--- config.mk ---
export PLATFORM = sky130hd
export DESIGN_NAME = dedup_stream_ctrl
export DESIGN_NICKNAME = d
export VERILOG_FILES = /design/src/rtl/dedup_stream_ctrl.sv
export SDC_FILE = /design/constraint.sdc
export NUM_CORES = 1
export LEC_CHECK = 0
export CORE_MARGIN = 1.5
export CORE_UTILIZATION = 30
export CTS_BUF_LIST = sky130_fd_sc_hd__clkbuf_8
export CTS_CLUSTER_DIAMETER = 80
export CTS_CLUSTER_SIZE = 8
export DETAILED_ROUTE_END_ITERATION = 8
export GPL_ROUTABILITY_DRIVEN = 0
export PLACE_DENSITY_LB_ADDON = 0.1
export SLEW_MARGIN = 20
export SYNTH_ARGS = -nofsm -noshare
export SYNTH_HDL_FRONTEND = slang
export SYNTH_SLANG_ARGS = --single-unit
--- constraint.sdc ---
create_clock -name clk -period 5.6 [get_ports clk]
set_input_delay 1.12 -clock clk [delete_from_list [all_inputs] [get_ports clk]]
set_output_delay 1.12 -clock clk [all_outputs]
set_load 0.01 [all_outputs]
--- src/rtl/dedup_stream_ctrl.sv ---
// Frame de-duplicator: loads FRAME_LEN samples, keeps first occurrences in order, then streams them out.
// Optional build macro DEDUP_DROP_ZERO_EN: zero samples count toward the frame but are never stored.
module dedup_stream_ctrl #(
    parameter int DATA_W    = 8,
    parameter int FRAME_LEN = 9
) (
    input  logic              clk,
    input  logic              rst,
    input  logic              flush,
    input  logic [DATA_W-1:0] in_data,
    input  logic              in_valid,
    output logic              in_ready,
    output logic [DATA_W-1:0] out_data,
    output logic              out_valid,
    input  logic              out_ready,
    output logic              out_last,
    output logic [3:0]        uniq_count,
    output logic              done,
    output logic              state_dbg
);

    // Handshakes: a transfer happens on a rising edge where valid && ready are both high.
    // in_ready is high only in LOAD and out_valid only in EMIT, so the two never overlap.
    typedef enum logic {LOAD = 1'b0, EMIT = 1'b1} state_t;

    state_t            state;
    logic [DATA_W-1:0] entries [FRAME_LEN];
    logic [3:0]        cnt;
    logic [3:0]        idx;
    logic [3:0]        frame_cnt;
    logic              hit;
    logic              keep;
    logic [3:0]        cnt_next;

    always_comb begin
        hit = 1'b0;
        for (int i = 0; i < FRAME_LEN; i++) begin
            if (i < int'(cnt) && entries[i] == in_data) hit = 1'b1;
        end
    end

`ifdef DEDUP_DROP_ZERO_EN
    assign keep = !hit && (in_data != '0);
`else
    assign keep = !hit;
`endif

    assign cnt_next  = cnt + {3'b000, keep};
    assign in_ready  = (state == LOAD);
    assign out_valid = (state == EMIT) && (cnt != 4'd0);
    assign out_last  = out_valid && (idx == cnt - 4'd1);
    assign out_data  = out_valid ? entries[idx] : '0;
    assign state_dbg = state;

    always_ff @(posedge clk or posedge rst) begin
        if (rst) begin
            state      <= LOAD;
            cnt        <= 4'd0;
            idx        <= 4'd0;
            frame_cnt  <= 4'd0;
            uniq_count <= 4'd0;
            done       <= 1'b0;
            for (int i = 0; i < FRAME_LEN; i++) entries[i] <= '0;
        end else begin
            done <= 1'b0;
            if (flush) begin
                // Abort wins over any coincident transfer; uniq_count keeps the last full frame.
                state     <= LOAD;
                cnt       <= 4'd0;
                idx       <= 4'd0;
                frame_cnt <= 4'd0;
            end else if (state == LOAD) begin
                if (in_valid) begin
                    if (keep) entries[cnt] <= in_data;
                    cnt       <= cnt_next;
                    frame_cnt <= frame_cnt + 4'd1;
                    if (frame_cnt == 4'(FRAME_LEN - 1)) begin
                        state      <= EMIT;
                        uniq_count <= cnt_next;
                    end
                end
            end else begin
                // An empty frame (only possible when zeros are dropped) just bounces back.
                if (cnt == 4'd0 || (out_ready && out_last)) begin
                    state     <= LOAD;
                    done      <= 1'b1;
                    cnt       <= 4'd0;
                    idx       <= 4'd0;
                    frame_cnt <= 4'd0;
                end else if (out_ready) begin
                    idx <= idx + 4'd1;
                end
            end
        end
    end

endmodule

=== Word-level counts from Yosys, hierarchy flattened ===
Cells that the tools add are included.

* Register bits: 90
* Input port bits: 13
* Output and inout bits: 17
* Word-level logic and storage cells: 107

* Add/subtract/negate cells: 4
* Magnitude comparators: 12
* Equal/unequal tests: 12
* Multiplexer cells: 35
* Bitwise operators: 5
* Reductions and logical operators: 24

{| class="wikitable"
|+ Operators by type and width
! cell !! number
|-
| 72-bit bitwise mux || 1
|-
| 8-bit == test || 9
|-
| 4-bit two-way mux || 11
|-
| 8-bit binary-select mux with 4-bit select || 1
|-
| 8-bit demux with 4-bit select || 1
|-
| 8-bit two-way mux || 4
|-
| 1-bit two-way mux || 17
|-
| 3-bit by 4-bit less-than comparator with 1-bit output, first input constant || 4
|-
| 1-bit logical AND || 13
|-
| 5-bit greater-or-equal comparator, second input constant || 2
|-
| 4-bit NOT with 5-bit output || 2
|-
| 4-bit by 1-bit adder with 4-bit output, second input constant || 2
|-
| 1-bit by 4-bit less-than comparator with 1-bit output, first input constant || 2
|-
| 2-bit by 4-bit less-than comparator with 1-bit output, first input constant || 2
|-
| 4-bit AND reduction || 2
|-
| 3-bit nonzero test || 2
|-
| 5-bit by 1-bit less-than comparator with 1-bit output, second input constant || 1
|-
| 4-bit by 1-bit adder with 4-bit output || 1
|-
| 4-bit == test || 1
|-
| 4-bit == test, second input constant || 1
|-
| 4-bit zero test || 1
|-
| 4-bit less-than comparator, first input constant || 1
|-
| 2-bit AND reduction || 2
|-
| 4-bit nonzero test || 1
|-
| other kinds (6) || 8
|}

=== Depth between registers and ports, before layout ===
Gate-level depths: netlist of run 1.

* Depth in word-level cells: 16
* Depth in mapped cells: 15
* Gate-level depth less buffers: 14

=== Least setup slack after synthesis of run 1 ===
Ideal clock, no wire load.

* Path kind: in2reg
* From: input in_data[2]
* To: register cnt[2]
* Setup time: 132 ps
* Arrival time: 3392 ps
* Required time: 5468 ps
* Setup slack: 2076 ps
* Stages: 14
* Path buffers: 2
* Cell sequence: buf_4 -> xor2_1 -> a2111o_1 -> nor4_1 -> or4_1 -> buf_6 -> nor4b_1 -> ha_1 -> ha_1 -> nand2_1 -> xor2_1 -> nor2_1 -> a31oi_1 -> nor2_1

* Cells in the longest elaborated chain, start to end: 16
* Elaborated cells on any way between the ends: 32
* Those cells by class: add/sub: 1; eq/ne: 9; mux: 12; reduce/logical: 10

{| class="wikitable"
|+ RTL lines
! element !! RTL line !! RTL
|-
| start, declared || 10 || <nowiki>input logic [DATA_W-1:0] in_data,</nowiki>
|-
| 8-bit == test || 38 || <nowiki>if (i < int'(cnt) && entries[i] == in_data) hit = 1'b1;</nowiki>
|-
| 1-bit logical AND || 38 ||
|-
| 1-bit two-way mux (8 in series) || 38 ||
|-
| 1-bit two-way mux * || 38 ||
|-
| 1-bit zero test * || 45 || <nowiki>assign keep = !hit;</nowiki>
|-
| 4-bit by 1-bit adder with 4-bit output * || 48 || <nowiki>assign cnt_next = cnt + {3'b000, keep};</nowiki>
|-
| 4-bit two-way mux * || 73 || <nowiki>if (in_valid) begin</nowiki>
|-
| 4-bit two-way mux * || 72 || <nowiki>end else if (state == LOAD) begin</nowiki>
|-
| 4-bit two-way mux * || 66 || <nowiki>if (flush) begin</nowiki>
|-
| end signal, assigned || 75 || <nowiki>cnt <= cnt_next;</nowiki>
|-
| end, declared || 28 || <nowiki>logic [3:0] cnt;</nowiki>
|}

Every way passes the cells marked *; elsewhere a longest branch is shown, timed or not. The select of a mux whose other input is x is not followed.
A chain may end at the register's enable or synchronous reset.

=== Final worst setup path of run 1 ===
Ends and elaborated chain as after synthesis.

==> results of run 1 <==
[routing by layer]
layer	GRT usage	vias up	share of wire
li1	-	1727	-
met1	0.237	1933	0.48
met2	0.263	64	0.46
met3	0.0256	22	0.037
met4	0.0637	0	0.021
met5	0	-	0
[state kept, by name, summed over array words and instances (netlist names)]
name        count
uniq_count      4
entries        72
state_dbg       1
frame_cnt       4
done            1
cnt             4
idx             4
[stage by stage]
stage / utilization / hold WS [ns]
global route: 0.343 / 0.554
global placement: 0.333 / 0.502
CTS: 0.343 / 0.533
finish: 0.343 / 0.524
detailed placement: 0.334 / 0.510
floorplan: - / 0.495
[cell families after synthesis]
group,share of synthesized area
and+or+nand+nor,0.117
muxes,0.217
DFF,0.410
xor gates and xnor gates,0.136
buffers and inverters,0.0421
AOI/OAI and AO/OA,0.0549
adders and majority gates,0.0228
[cell usage in the layout, fill, tap and decap left out, types with 2 or more instances in the layout]
cell,instances
clkbuf_8,10
mux4_2,16
o41ai_1,3
or4_1,3
o22ai_1,8
nand3_1,11
buf_4,11
dfrtp_1,90
xnor2_1,46
nor2_1,19
nand2_1,11
nor3_4,8
a21oi_1,7
clkdlybuf4s50_1,29
nor4_1,6
a41o_1,3
a2111o_1,2
a22oi_1,8
nor3_1,11
a31oi_1,5
xor2_1,39
and2_1,8
mux2_2,65
ha_1,10
clkinvlp_4,2
o21ai_0,2
inv_1,18
mux2_1,9
nand4_1,17
[cell type report]
class,instances,area share
Multi-Input combinational cell,331,0.490
Inverter,18,0.0114
Clock inverter,4,0.00366
Tap cell,229,0.0466
Clock buffer,10,0.0224
Sequential cell,90,0.366
Timing Repair Buffer,40,0.0606
[how the worst min path moves through the flow]
stage	from	endpoint	cells after the start
floorplan	entries[18]$_DFFE_PP0P_	entries[18]$_DFFE_PP0P_	1
global placement	uniq_count[1]$_DFFE_PP0P_	uniq_count[1]$_DFFE_PP0P_	1
detailed placement	uniq_count[1]$_DFFE_PP0P_	uniq_count[1]$_DFFE_PP0P_	1
CTS	uniq_count[1]$_DFFE_PP0P_	uniq_count[1]$_DFFE_PP0P_	1
global route	uniq_count[0]$_DFFE_PP0P_	uniq_count[0]$_DFFE_PP0P_	1
finish	uniq_count[1]$_DFFE_PP0P_	uniq_count[1]$_DFFE_PP0P_	1
[critical path: cells and delay by family]
kind	cells	cell delay, ns
xor gates and xnor gates	2	0.36
buffers and inverters	2	1.24
and+or+nand+nor	6	1.16
AOI/OAI and AO/OA	2	0.27
adders and majority gates	2	0.46
[where the power goes]
group | internal [W] | switching (W) | total (W) | leakage (nW)
logic | 0.000187 | 0.000167 | 0.000355 | 1.29
registers | 0.000732 | 0.0000854 | 0.000818 | 1.20
clock network | 0.000166 | 0.000245 | 0.000411 | 0.0828
==> flow_summary.json, run 1 <==
{
  "status": "complete, no violations",
  "slew_violations": 0,
  "postCtsHoldBufs": 0,
  "post_cts_buffers": 0,
  "final-hold-violation-count": 0,
  "ios": 30,
  "cts_resized": 0,
  "regArea_sq_um": 2250,
  "fin_skew_ns": 0.0132,
  "path_class": "input pin to flip-flop",
  "wirelength_microns": 15300,
  "routedWlPerCell_microns": 21.2,
  "clkSinkCount": 90,
  "nFillCells": 1788,
  "vias": 3746,
  "synth_nets": 495,
  "multi_input_area_sq_um": 3010,
  "antenna_found_initial": 0,
  "fin_nets": 513,
  "synth_warnings": 0,
  "cts-htree-levels": 3,
  "yosysSeqAreaShare": 0.410,
  "clk_latency_ns": 0.38,
  "first_global_vias": 3952,
  "cellPowerDensity_nw_per_um2": 257,
  "finalCriticalPeriod_ns": 4.37,
  "cp.arrival_ns": 4.62,
  "synth.avg_cell_area_sq_um": 11.6,
  "cts_tree": "yes",
  "dr.pass1.iters": 4,
  "vias_per_cell": 5.19,
  "start_util": 0.306,
  "end_kind": "flip-flop",
  "start_kind": "input pin",
  "tns_ns": 0,
  "drt-initial-drc-count": 178,
  "final_cells": 722,
  "grt_max_degree": 54,
  "synth_common_cells": "90 x dfrtp_1, 65 x mux2_2, 46 x xnor2_1, 39 x xor2_1, 19 x nor2_1",
  "row_count": 49,
  "drive_gt1_frac": 0.241,
  "ys_types": 44,
  "num_antenna_cells": 0,
  "total_power_w": 0.00158,
  "cp.required_ns": 5.85,
  "syn-cell-area_sq_um": 5490,
  "synthCells": 472,
  "placed_cell_area_sq_um": 5990,
  "cap_violations": 0,
  "area_growth_pct": 12.1,
  "setup_viol": 0,
  "synth_flop_cell": "dfrtp_1",
  "timing.final.crit_share": 0.780,
  "io_buffers": 29,
  "drtAntennaViolNets": 0,
  "clk_pin_slew_ns": 0.10,
  "root_buffer": "clkbuf_8",
  "core_area_sq_um": 18000,
  "yosysMostFrequentCell": "dfrtp_1",
  "die-width_microns": 138,
  "place_ws_ns": 0.831,
  "layout_setup_ws_ns": 1.23,
  "ir_drop_uv": 157,
  "r2r-start": "cnt[1]$_DFFE_PP0P_",
  "path_cells": "clkdlybuf4s50_1, xor2_1, a2111o_1, nor4_1, or4_1, buf_4, nor4b_1, ha_1, ha_1, nand2_1, xor2_1, nor2_1, a31oi_1, nor2_1",
  "synth_edf_count": 0,
  "critical_path.max_stage_delay_ns": 1.01,
  "dieArea_sq_um": 19100,
  "hpwlAfterDp_microns": 10800,
  "rsz0062_at_grt": "no",
  "leakage_nw": 2.57,
  "yosysTopAreaCell": "dfrtp_1",
  "reg2regPathDepth": 15,
  "async_reset_ff_frac": 1.00,
  "globalRouteTotalUtil": 0.169,
  "hold_class": "flip-flop to flip-flop",
  "place_inst": 708,
  "slowest_stage": "clkdlybuf4s50_1",
  "worstMarginPinSlew_ns": 0.851,
  "grt_pass1_wl_microns": 24600,
  "reg2reg_slack_ns": 1.72,
  "synth_top_area_share": 0.410,
  "slew_headroom": 0.431,
  "synth_area_leaders": "dfrtp_1 41%, mux2_2 13%, xnor2_1 7.3%, mux4_2 6.6%, xor2_1 6.2%",
  "crit_fanout": 18,
  "ys_ff_latch": 90,
  "fmax_mhz": 229,
  "crit_end": "cnt[2]$_DFFE_PP0P_",
  "cts_buffers": 9,
  "rr_endpoint": "cnt[2]$_DFFE_PP0P_",
  "design_area_sq_um": 6150,
  "clockBufferDepth": 2,
  "grt_overflow": 0,
  "fp.dieH_microns": 138,
  "drc_errors": 0,
  "critPathLaunch": "in_data[2]"
}
Power figures use the tool's default switching activity.
==> run 2: changes to the inputs <==
clock period = 3.6 ns   (was 5.6 ns; I/O delays follow)
==> run 2 against run 1 <==
  * Sequential cell count stayed put
  * Total power is 67% higher
  * Via count is 2.9% higher
  * Global-route usage is 0.14 points higher
  * Cell area is 7.9% higher
  * Critical endpoint is now out_data[0]
  * Clock power is 91% higher
  * Clock skew is 0.00065 ns lower
  * Non-clock buffer count is 46 higher
==> flow_summary.json, run 2 (synthesis gave the netlist of run 1 again) <==
{
  "die-width_microns": 138,
  "reg2reg_slack_ns": 0.45,
  "slew_headroom": 0.475,
  "postCtsHoldBufs": 0,
  "hold_class": "flip-flop to flip-flop",
  "path_cells": "buf_4, nor3_1, buf_4, a22oi_1, o22ai_1, and2_1, clkdlybuf4s50_1",
  "r2r-start": "cnt[1]$_DFFE_PP0P_",
  "drc_errors": 0,
  "area_growth_pct": 20.9,
  "p_seq_frac": 0.479,
  "multi_input_area_sq_um": 3010,
  "fmax_mhz": 295,
  "routedWlPerCell_microns": 20.0,
  "vias": 3853,
  "slowest_stage": "clkdlybuf4s50_1",
  "p_switching_w": 0.000791,
  "cap_violations": 0,
  "whs_path_depth": 1,
  "place_ws_ns": -0.121,
  "p_sw_frac": 0.299,
  "setup_viol": 0,
  "critical_path_buf_inv_count": 3,
  "start_kind": "flip-flop",
  "final_util": 0.370,
  "rsz0062_at_grt": "no",
  "p_comb_frac": 0.224,
  "holdWs_ns": 0.516,
  "clockBufferDepth": 2,
  "cts_tree": "yes",
  "dieArea_sq_um": 19100,
  "root_buffer": "clkbuf_8",
  "drt-initial-drc-count": 179,
  "core_area_sq_um": 18000,
  "drive_gt1_frac": 0.311,
  "antenna_found_initial": 0,
  "grt_max_degree": 54,
  "status": "complete, no violations",
  "regArea_sq_um": 2250,
  "crit_fanout": 21,
  "nFillCells": 1803,
  "fp.dieH_microns": 138,
  "io_buffers": 29,
  "slew_violations": 0,
  "path_class": "flip-flop to primary output",
  "dr.pass1.iters": 4,
  "p_int_w": 0.00185,
  "critPathLaunch": "idx[1]$_DFFE_PP0P_",
  "leakage_nw": 2.86,
  "post_cts_buffers": 0,
  "fin_nets": 559,
  "critical_path.max_stage_delay_ns": 0.54,
  "worstMarginPinSlew_ns": 0.787,
  "cp.required_ns": 2.88,
  "fin_skew_ns": 0.0125,
  "crit_end": "out_data[0]",
  "num_antenna_cells": 0,
  "ir_drop_uv": 204,
  "wirelength_microns": 15400,
  "start_util": 0.306,
  "clk_latency_ns": 0.38,
  "cts_buffers": 9,
  "timing.final.crit_share": 0.940,
  "globalRouteTotalUtil": 0.170,
  "end_kind": "primary output",
  "final-hold-violation-count": 0,
  "cellPowerDensity_nw_per_um2": 398,
  "first_global_vias": 4115,
  "hpwlAfterDp_microns": 11300,
  "regMostFlops": "entries",
  "tns_ns": 0,
  "final_cell_mix": "90 x dfrtp_1, 65 x mux2_2, 50 x buf_4, 46 x xnor2_1, 39 x xor2_1",
  "rr_endpoint": "cnt[1]$_DFFE_PP0P_",
  "clkPwrFrac": 0.297,
  "ios": 30,
  "layout_setup_ws_ns": 0.215,
  "cp.arrival_ns": 2.67,
  "total_power_w": 0.00265,
  "clkSinkCount": 90,
  "drtAntennaViolNets": 0,
  "vias_per_cell": 5.00,
  "cp_top_family": "buffers and inverters",
  "cts-htree-levels": 3,
  "cpMostUsedCell": "buf_4",
  "min_from": "uniq_count[1]$_DFFE_PP0P_",
  "grt_overflow": 0,
  "finalCriticalPeriod_ns": 3.39,
  "path_depth": 7,
  "reg2regPathDepth": 12,
  "grt_pass1_wl_microns": 24800,
  "row_count": 49,
  "clk_pin_slew_ns": 0.09,
  "layout_commonest_cell": "dfrtp_1",
  "largest_reg_flops": 72
}
==> run 2: power groups by stage <==
stage / logic (W) / registers (W) / clock network (W)
floorplan: 0.000425 / 0.00125 / 0
global placement: 0.000597 / 0.00129 / 0
detailed placement: 0.000599 / 0.00129 / 0
CTS: 0.000602 / 0.00127 / 0.000819
global route: 0.000656 / 0.00129 / 0.000865
finish: 0.000593 / 0.00127 / 0.000786
==> run 2: metal layers <==
metal / share of wire / track usage / routed length, microns
met5: 0 / 0 / 0
met2: 0.48 / 0.278 / 7360
met4: 0.0080 / 0.0360 / 124
met3: 0.020 / 0.0364 / 314
met1: 0.49 / 0.233 / 7640
==> run 2: per-stage QoR <==
step | std cells | area (sq um)
floorplan | 472 | 5490
global placement | 754 | 6420
detailed placement | 754 | 6420
CTS | 770 | 6640
global route | 770 | 6640
finish | 770 | 6640
==> run 2: repair_timing <==
item	in CTS	in global routing
endpoints found under the hold margin	0	0
setup endpoints to repair	0	9
resized for setup	0	1
==> run 2: layout make-up <==
type	instances	area share
tap	229	0.0431
clock inverter	7	0.0141
multi-input combinational	331	0.453
sequential	90	0.339
inverter	18	0.0104
clock buffer	9	0.0186
timing repair buffer	86	0.121
==> run 2: worst reg2reg max path, stage by stage (launching register included) <==
cell and delay [ns]:
dfrtp_1 0.38, inv_1 0.12, ha_1 0.33, nor2_1 0.11, o31ai_1 0.22, nor3_1 0.08, or4_1 0.52, nor4b_1 0.42
ha_1 0.26, ha_1 0.27, nand2_1 0.07, o41ai_1 0.06, a41o_1 0.21
==> run 2: worst min-delay path by stage <==
stage / end / slack (ns)
floorplan: entries[18]$_DFFE_PP0P_ / 0.50
global placement: uniq_count[0]$_DFFE_PP0P_ / 0.49
detailed placement: uniq_count[1]$_DFFE_PP0P_ / 0.50
CTS: uniq_count[1]$_DFFE_PP0P_ / 0.52
global route: uniq_count[1]$_DFFE_PP0P_ / 0.53
finish: uniq_count[1]$_DFFE_PP0P_ / 0.52
==> run 3: changes to the inputs <==
CORE_ASPECT_RATIO = 0.8   (was default)
CTS_CLUSTER_SIZE = default   (was 8)
==> run 3 against run 2 <==
  * Cell area is 0.49% lower
  * Highest routed layer unchanged
  * Die area hardly changed
  * Critical endpoint is now out_data[5]
  * Total power is 1.0% lower
  * Count of clock-buffer cells in the layout is 1 higher
  * Critical path depth is 2 higher
==> flow_summary.json, run 3 (synthesis gave the netlist of run 1 again) <==
{
  "io_buffers": 29,
  "place_ws_ns": -0.0645,
  "ir_drop_uv": 178,
  "reg2regPathDepth": 14,
  "critical_path.max_stage_delay_ns": 0.53,
  "final_cells": 765,
  "ios": 30,
  "root_buffer": "clkbuf_8",
  "cellPowerDensity_nw_per_um2": 396,
  "setup_viol": 0,
  "post_cts_buffers": 0,
  "worstMarginPinSlew_ns": 0.607,
  "cp.arrival_ns": 2.67,
  "critPathLaunch": "cnt[0]$_DFFE_PP0P_",
  "fin_nets": 553,
  "num_antenna_cells": 0,
  "slowest_stage": "clkdlybuf4s50_1",
  "status": "complete, no violations",
  "min_from": "uniq_count[1]$_DFFE_PP0P_",
  "layout_setup_ws_ns": 0.212,
  "die-width_microns": 154,
  "slew_violations": 0,
  "fin_skew_ns": 0.0113,
  "final_cell_mix": "90 x dfrtp_1, 65 x mux2_2, 46 x xnor2_1, 42 x buf_4, 39 x xor2_1",
  "clockBufferDepth": 2,
  "p_switching_w": 0.000807,
  "vias_per_cell": 5.02,
  "start_kind": "flip-flop",
  "layout_commonest_cell": "dfrtp_1",
  "path_cells": "inv_1, ha_1, nand2b_1, nor2_2, buf_4, nor2_2, buf_4, and2_1, clkdlybuf4s50_1",
  "start_util": 0.304,
  "first_global_vias": 3917,
  "rsz0062_at_grt": "no",
  "row_count": 44,
  "largest_reg_flops": 72,
  "routedWlPerCell_microns": 20.3,
  "path_class": "flip-flop to primary output",
  "cp.required_ns": 2.88,
  "hpwlAfterDp_microns": 11300,
  "drive_gt1_frac": 0.305,
  "fmax_mhz": 295,
  "clkSinkCount": 90,
  "core_area_sq_um": 18100,
  "cts_buffers": 9,
  "finalCriticalPeriod_ns": 3.39,
  "regMostFlops": "entries",
  "antenna_found_initial": 0,
  "whs_path_depth": 1,
  "crit_fanout": 7,
  "dieArea_sq_um": 19100,
  "path_depth": 9,
  "hold_class": "flip-flop to flip-flop",
  "clk_pin_slew_ns": 0.09,
  "clkPwrFrac": 0.280,
  "tns_ns": 0,
  "r2r-start": "cnt[1]$_DFFE_PP0P_",
  "drc_errors": 0,
  "p_int_w": 0.00181,
  "nFillCells": 1801,
  "grt_pass1_wl_microns": 24400,
  "drtAntennaViolNets": 0,
  "slew_headroom": 0.594,
  "p_comb_frac": 0.234,
  "wirelength_microns": 15600,
  "timing.final.crit_share": 0.941,
  "cp_top_family": "buffers and inverters",
  "place_inst": 749,
  "postCtsHoldBufs": 0,
  "final-hold-violation-count": 0,
  "end_kind": "primary output",
  "fp.dieH_microns": 124,
  "area_growth_pct": 20.3,
  "clk_latency_ns": 0.38,
  "critical_path_buf_inv_count": 4,
  "leakage_nw": 2.83,
  "drt-initial-drc-count": 285,
  "dr.pass1.iters": 4,
  "cap_violations": 0,
  "cts_tree": "yes",
  "vias": 3839,
  "cts-htree-levels": 3,
  "p_sw_frac": 0.308,
  "grt_overflow": 0,
  "p_seq_frac": 0.485,
  "globalRouteTotalUtil": 0.173,
  "grt_max_degree": 50
}
==> run 3: metrics by stage <==
stage / hold WS (ns) / util / cell area, sq um / total power [W]
2_1_floorplan: 0.495 / - / 5490 / 0.00168
3_3_place_gp: 0.497 / 0.355 / 6400 / 0.00190
3_5_place_dp: 0.513 / 0.355 / 6400 / 0.00190
4_1_cts: 0.537 / 0.366 / 6610 / 0.00266
5_1_grt: 0.551 / 0.366 / 6610 / 0.00277
6_report: 0.528 / 0.366 / 6610 / 0.00262
==> run 3: power by group through the flow <==
stage               registers [W]  logic, W  clock network (W)
floorplan                 0.00125  0.000425                  0
global placement          0.00129  0.000611                  0
detailed placement        0.00129  0.000615                  0
CTS                       0.00127  0.000619           0.000771
global route              0.00129  0.000671           0.000807
finish                    0.00127  0.000614           0.000734
==> run 3: worst paths after layout <==
path | end | slack, ns
worst max register to register | cnt[2]$_DFFE_PP0P_ | 0.37
worst max-delay path | out_data[5] | 0.21
max in group asynchronous | uniq_count[1]$_DFFE_PP0P_ | 2.17
worst min register to register | uniq_count[1]$_DFFE_PP0P_ | 0.53
worst min-delay path | uniq_count[1]$_DFFE_PP0P_ | 0.53
min in group asynchronous | entries[56]$_DFFE_PP0P_ | 0.76
==> run 3: timing repair <==
| item | in CTS | in global routing |
|---|---|---|
| hold endpoints to repair | 0 | 0 |
| setup endpoints to repair | 0 | 3 |
| gates resized for setup | 0 | 1 |
==> run 3: layer usage <==
layer  routed length [microns]  track usage
met5                         0            0
met4                       136       0.0415
met3                       563       0.0317
met2                      6600        0.257
met1                      8250        0.259
==> run 3: cell type report <==
type / instances / area (sq um) / area share
repair buffers: 80 / 786 / 0.119
clock inverters: 6 / 65.1 / 0.00984
well taps: 230 / 288 / 0.0435
clock buffers: 10 / 138 / 0.0208
multi-input cells: 331 / 3010 / 0.456
inverters: 18 / 70.1 / 0.0106
flip-flops and latches: 90 / 2250 / 0.341
==> patch (settings of run 2) <==
Compare `frame_cnt` against `4'(FRAME_LEN - 1)` with >= in place of ==.
--- a/src/rtl/dedup_stream_ctrl.sv
+++ b/src/rtl/dedup_stream_ctrl.sv
@@ -76,3 +76,3 @@
                     frame_cnt <= frame_cnt + 4'd1;
-                    if (frame_cnt == 4'(FRAME_LEN - 1)) begin
+                    if (frame_cnt >= 4'(FRAME_LEN - 1)) begin
                         state      <= EMIT;
Function: same outputs for any inputs over 4 cycles, from zero or initial values and one cycle with rst high; that may be too few to reach the edited logic, so the function may still have changed.
==> patch against run 2 <==
- core utilization decreased by 1.0 points
- cell count decreased by 8.6%
- setup slack got worse by 36 ps
- maximum frequency decreased by 1.0%
- routed wire length decreased by 12%
- cell area decreased by 5.3%
- critical path depth decreased by 1
- register-to-register slack improved by 140 ps
- synthesized area decreased by 1.5%
- sequential cell count unchanged
- via count decreased by 11%
- total power decreased by 5.9%
==> patch: results (changes against run 2) <==
STA:
- The clock skew after layout is 13.2 ps (was 12.5 ps).
- The worst slew margin relative to its limit is 52.8% (was 47.5%).
- The worst hold slack after final layout is 538 ps (was 516 ps).

Status:
- Run status: completed (unchanged).

Global route:
- The number of global-route vias before repair is 3,722 (was 4,115).
- The total routing usage reported by global routing is 16.2% (was 17.0%).
- The global-route wire length before repair was 22.3 mm (was 24.8 mm).
- The pin count of the biggest net entering global routing was 91 (was 54).

Floorplan:
- The core footprint is 17,500 um^2 (was 18,000 um^2).

Placed design:
- The number of cells in the design after placement was 688 (was 754).
- The pre-CTS worst setup slack came to -43.5 ps (was -121 ps).

Route:
- The routed via count is 3,443 (was 3,853).
- The average detailed-routed wire length per instance came to 19.3 um (was 20.0 um).
- The number of design-rule violations left by the first detailed-router iteration came to 147 (was 179).
- The met3 routed wirelength is 433 um (was 314 um).

Synth:
- The distinct cell type count after synthesis is 45 (was 44).
- The adder and majority gate portion of the synthesized area is 2.08% (was 2.28%).
- The XOR/XNOR share of the synthesized area is 13.3% (was 13.6%).
- The post-synthesis cell count is 440 (was 472).
- The complex-gate fraction of the synthesized area came to 4.28% (was 5.49%).
- List of most frequent post-synthesis cells: sky130_fd_sc_hd__dfrtp_1 (90), sky130_fd_sc_hd__mux2_2 (71), sky130_fd_sc_hd__xor2_1 (44), sky130_fd_sc_hd__xnor2_1 (38), sky130_fd_sc_hd__nor2_1 (25) (was sky130_fd_sc_hd__dfrtp_1 (90), sky130_fd_sc_hd__mux2_2 (65), sky130_fd_sc_hd__xnor2_1 (46), sky130_fd_sc_hd__xor2_1 (39), sky130_fd_sc_hd__nor2_1 (19)).
- The mux contribution to synthesized area came to 23.9% (was 21.7%).
- Top area cells in the synthesized netlist: sky130_fd_sc_hd__dfrtp_1 (42%), sky130_fd_sc_hd__mux2_2 (15%), sky130_fd_sc_hd__xor2_1 (7.1%) (was sky130_fd_sc_hd__dfrtp_1 (41%), sky130_fd_sc_hd__mux2_2 (13%), sky130_fd_sc_hd__xnor2_1 (7.3%)).

Power and ir drop:
- The sequential cell fraction of total power is 50.4% (was 47.9%).
- The proportion of total power due to net switching is 29.8% (was 29.9%).
- The peak supply drop is 0.175 mV (was 0.204 mV).
- The switching power of the nets is 0.740 mW (was 0.791 mW).
- The leakage power summed over all cells is 2.68 nW (was 2.86 nW).
- The clock group total power was 0.688 mW (was 0.786 mW).

Finish:
- The share of cell area taken by multi-input logic gates came to 47.5% (was 45.3%).
- The count of multi-input gates is 314 (was 331).
- The number of non-clock inverters is 6 (was 18).
- The clock network area share is 2.97% (was 3.28%).
- The number of filler instances in the final layout is 1,684 (was 1,803).

Critical path:
- The data arrival time of the critical path came to 2700 ps (was 2670 ps).
- The reg-to-reg setup timing slack was 590 ps (was 450 ps).
- The launching element of the worst setup path is cnt[0] (was idx[1]).
- The capturing instance or port of the critical path is out_last (was out_data[0]).

Worst hold path:
- The destination of the worst hold path is uniq_count[0] (was uniq_count[1]).
- The critical hold path startpoint was uniq_count[0] (was uniq_count[1]).
patch: cell count changes in the layout (fill, tap and decap cells not counted), moves of 8 or more:
cell,change
sky130_fd_sc_hd__xnor2_1,-8
sky130_fd_sc_hd__o22ai_1,-8
sky130_fd_sc_hd__nor3_4,-8
sky130_fd_sc_hd__mux2i_1,+9
sky130_fd_sc_hd__inv_1,-10
sky130_fd_sc_hd__mux2_1,-9
sky130_fd_sc_hd__nand4_1,-11
sky130_fd_sc_hd__buf_4,-33
patch: worst max-delay path, cell delays in order (launching register included):
cell and delay [ps]:
sky130_fd_sc_hd__dfrtp_1 350, sky130_fd_sc_hd__inv_1 60, sky130_fd_sc_hd__ha_1 310, sky130_fd_sc_hd__nor3b_4 230
sky130_fd_sc_hd__nand2b_1 200, sky130_fd_sc_hd__nor4_1 520, sky130_fd_sc_hd__clkdlybuf4s50_1 650
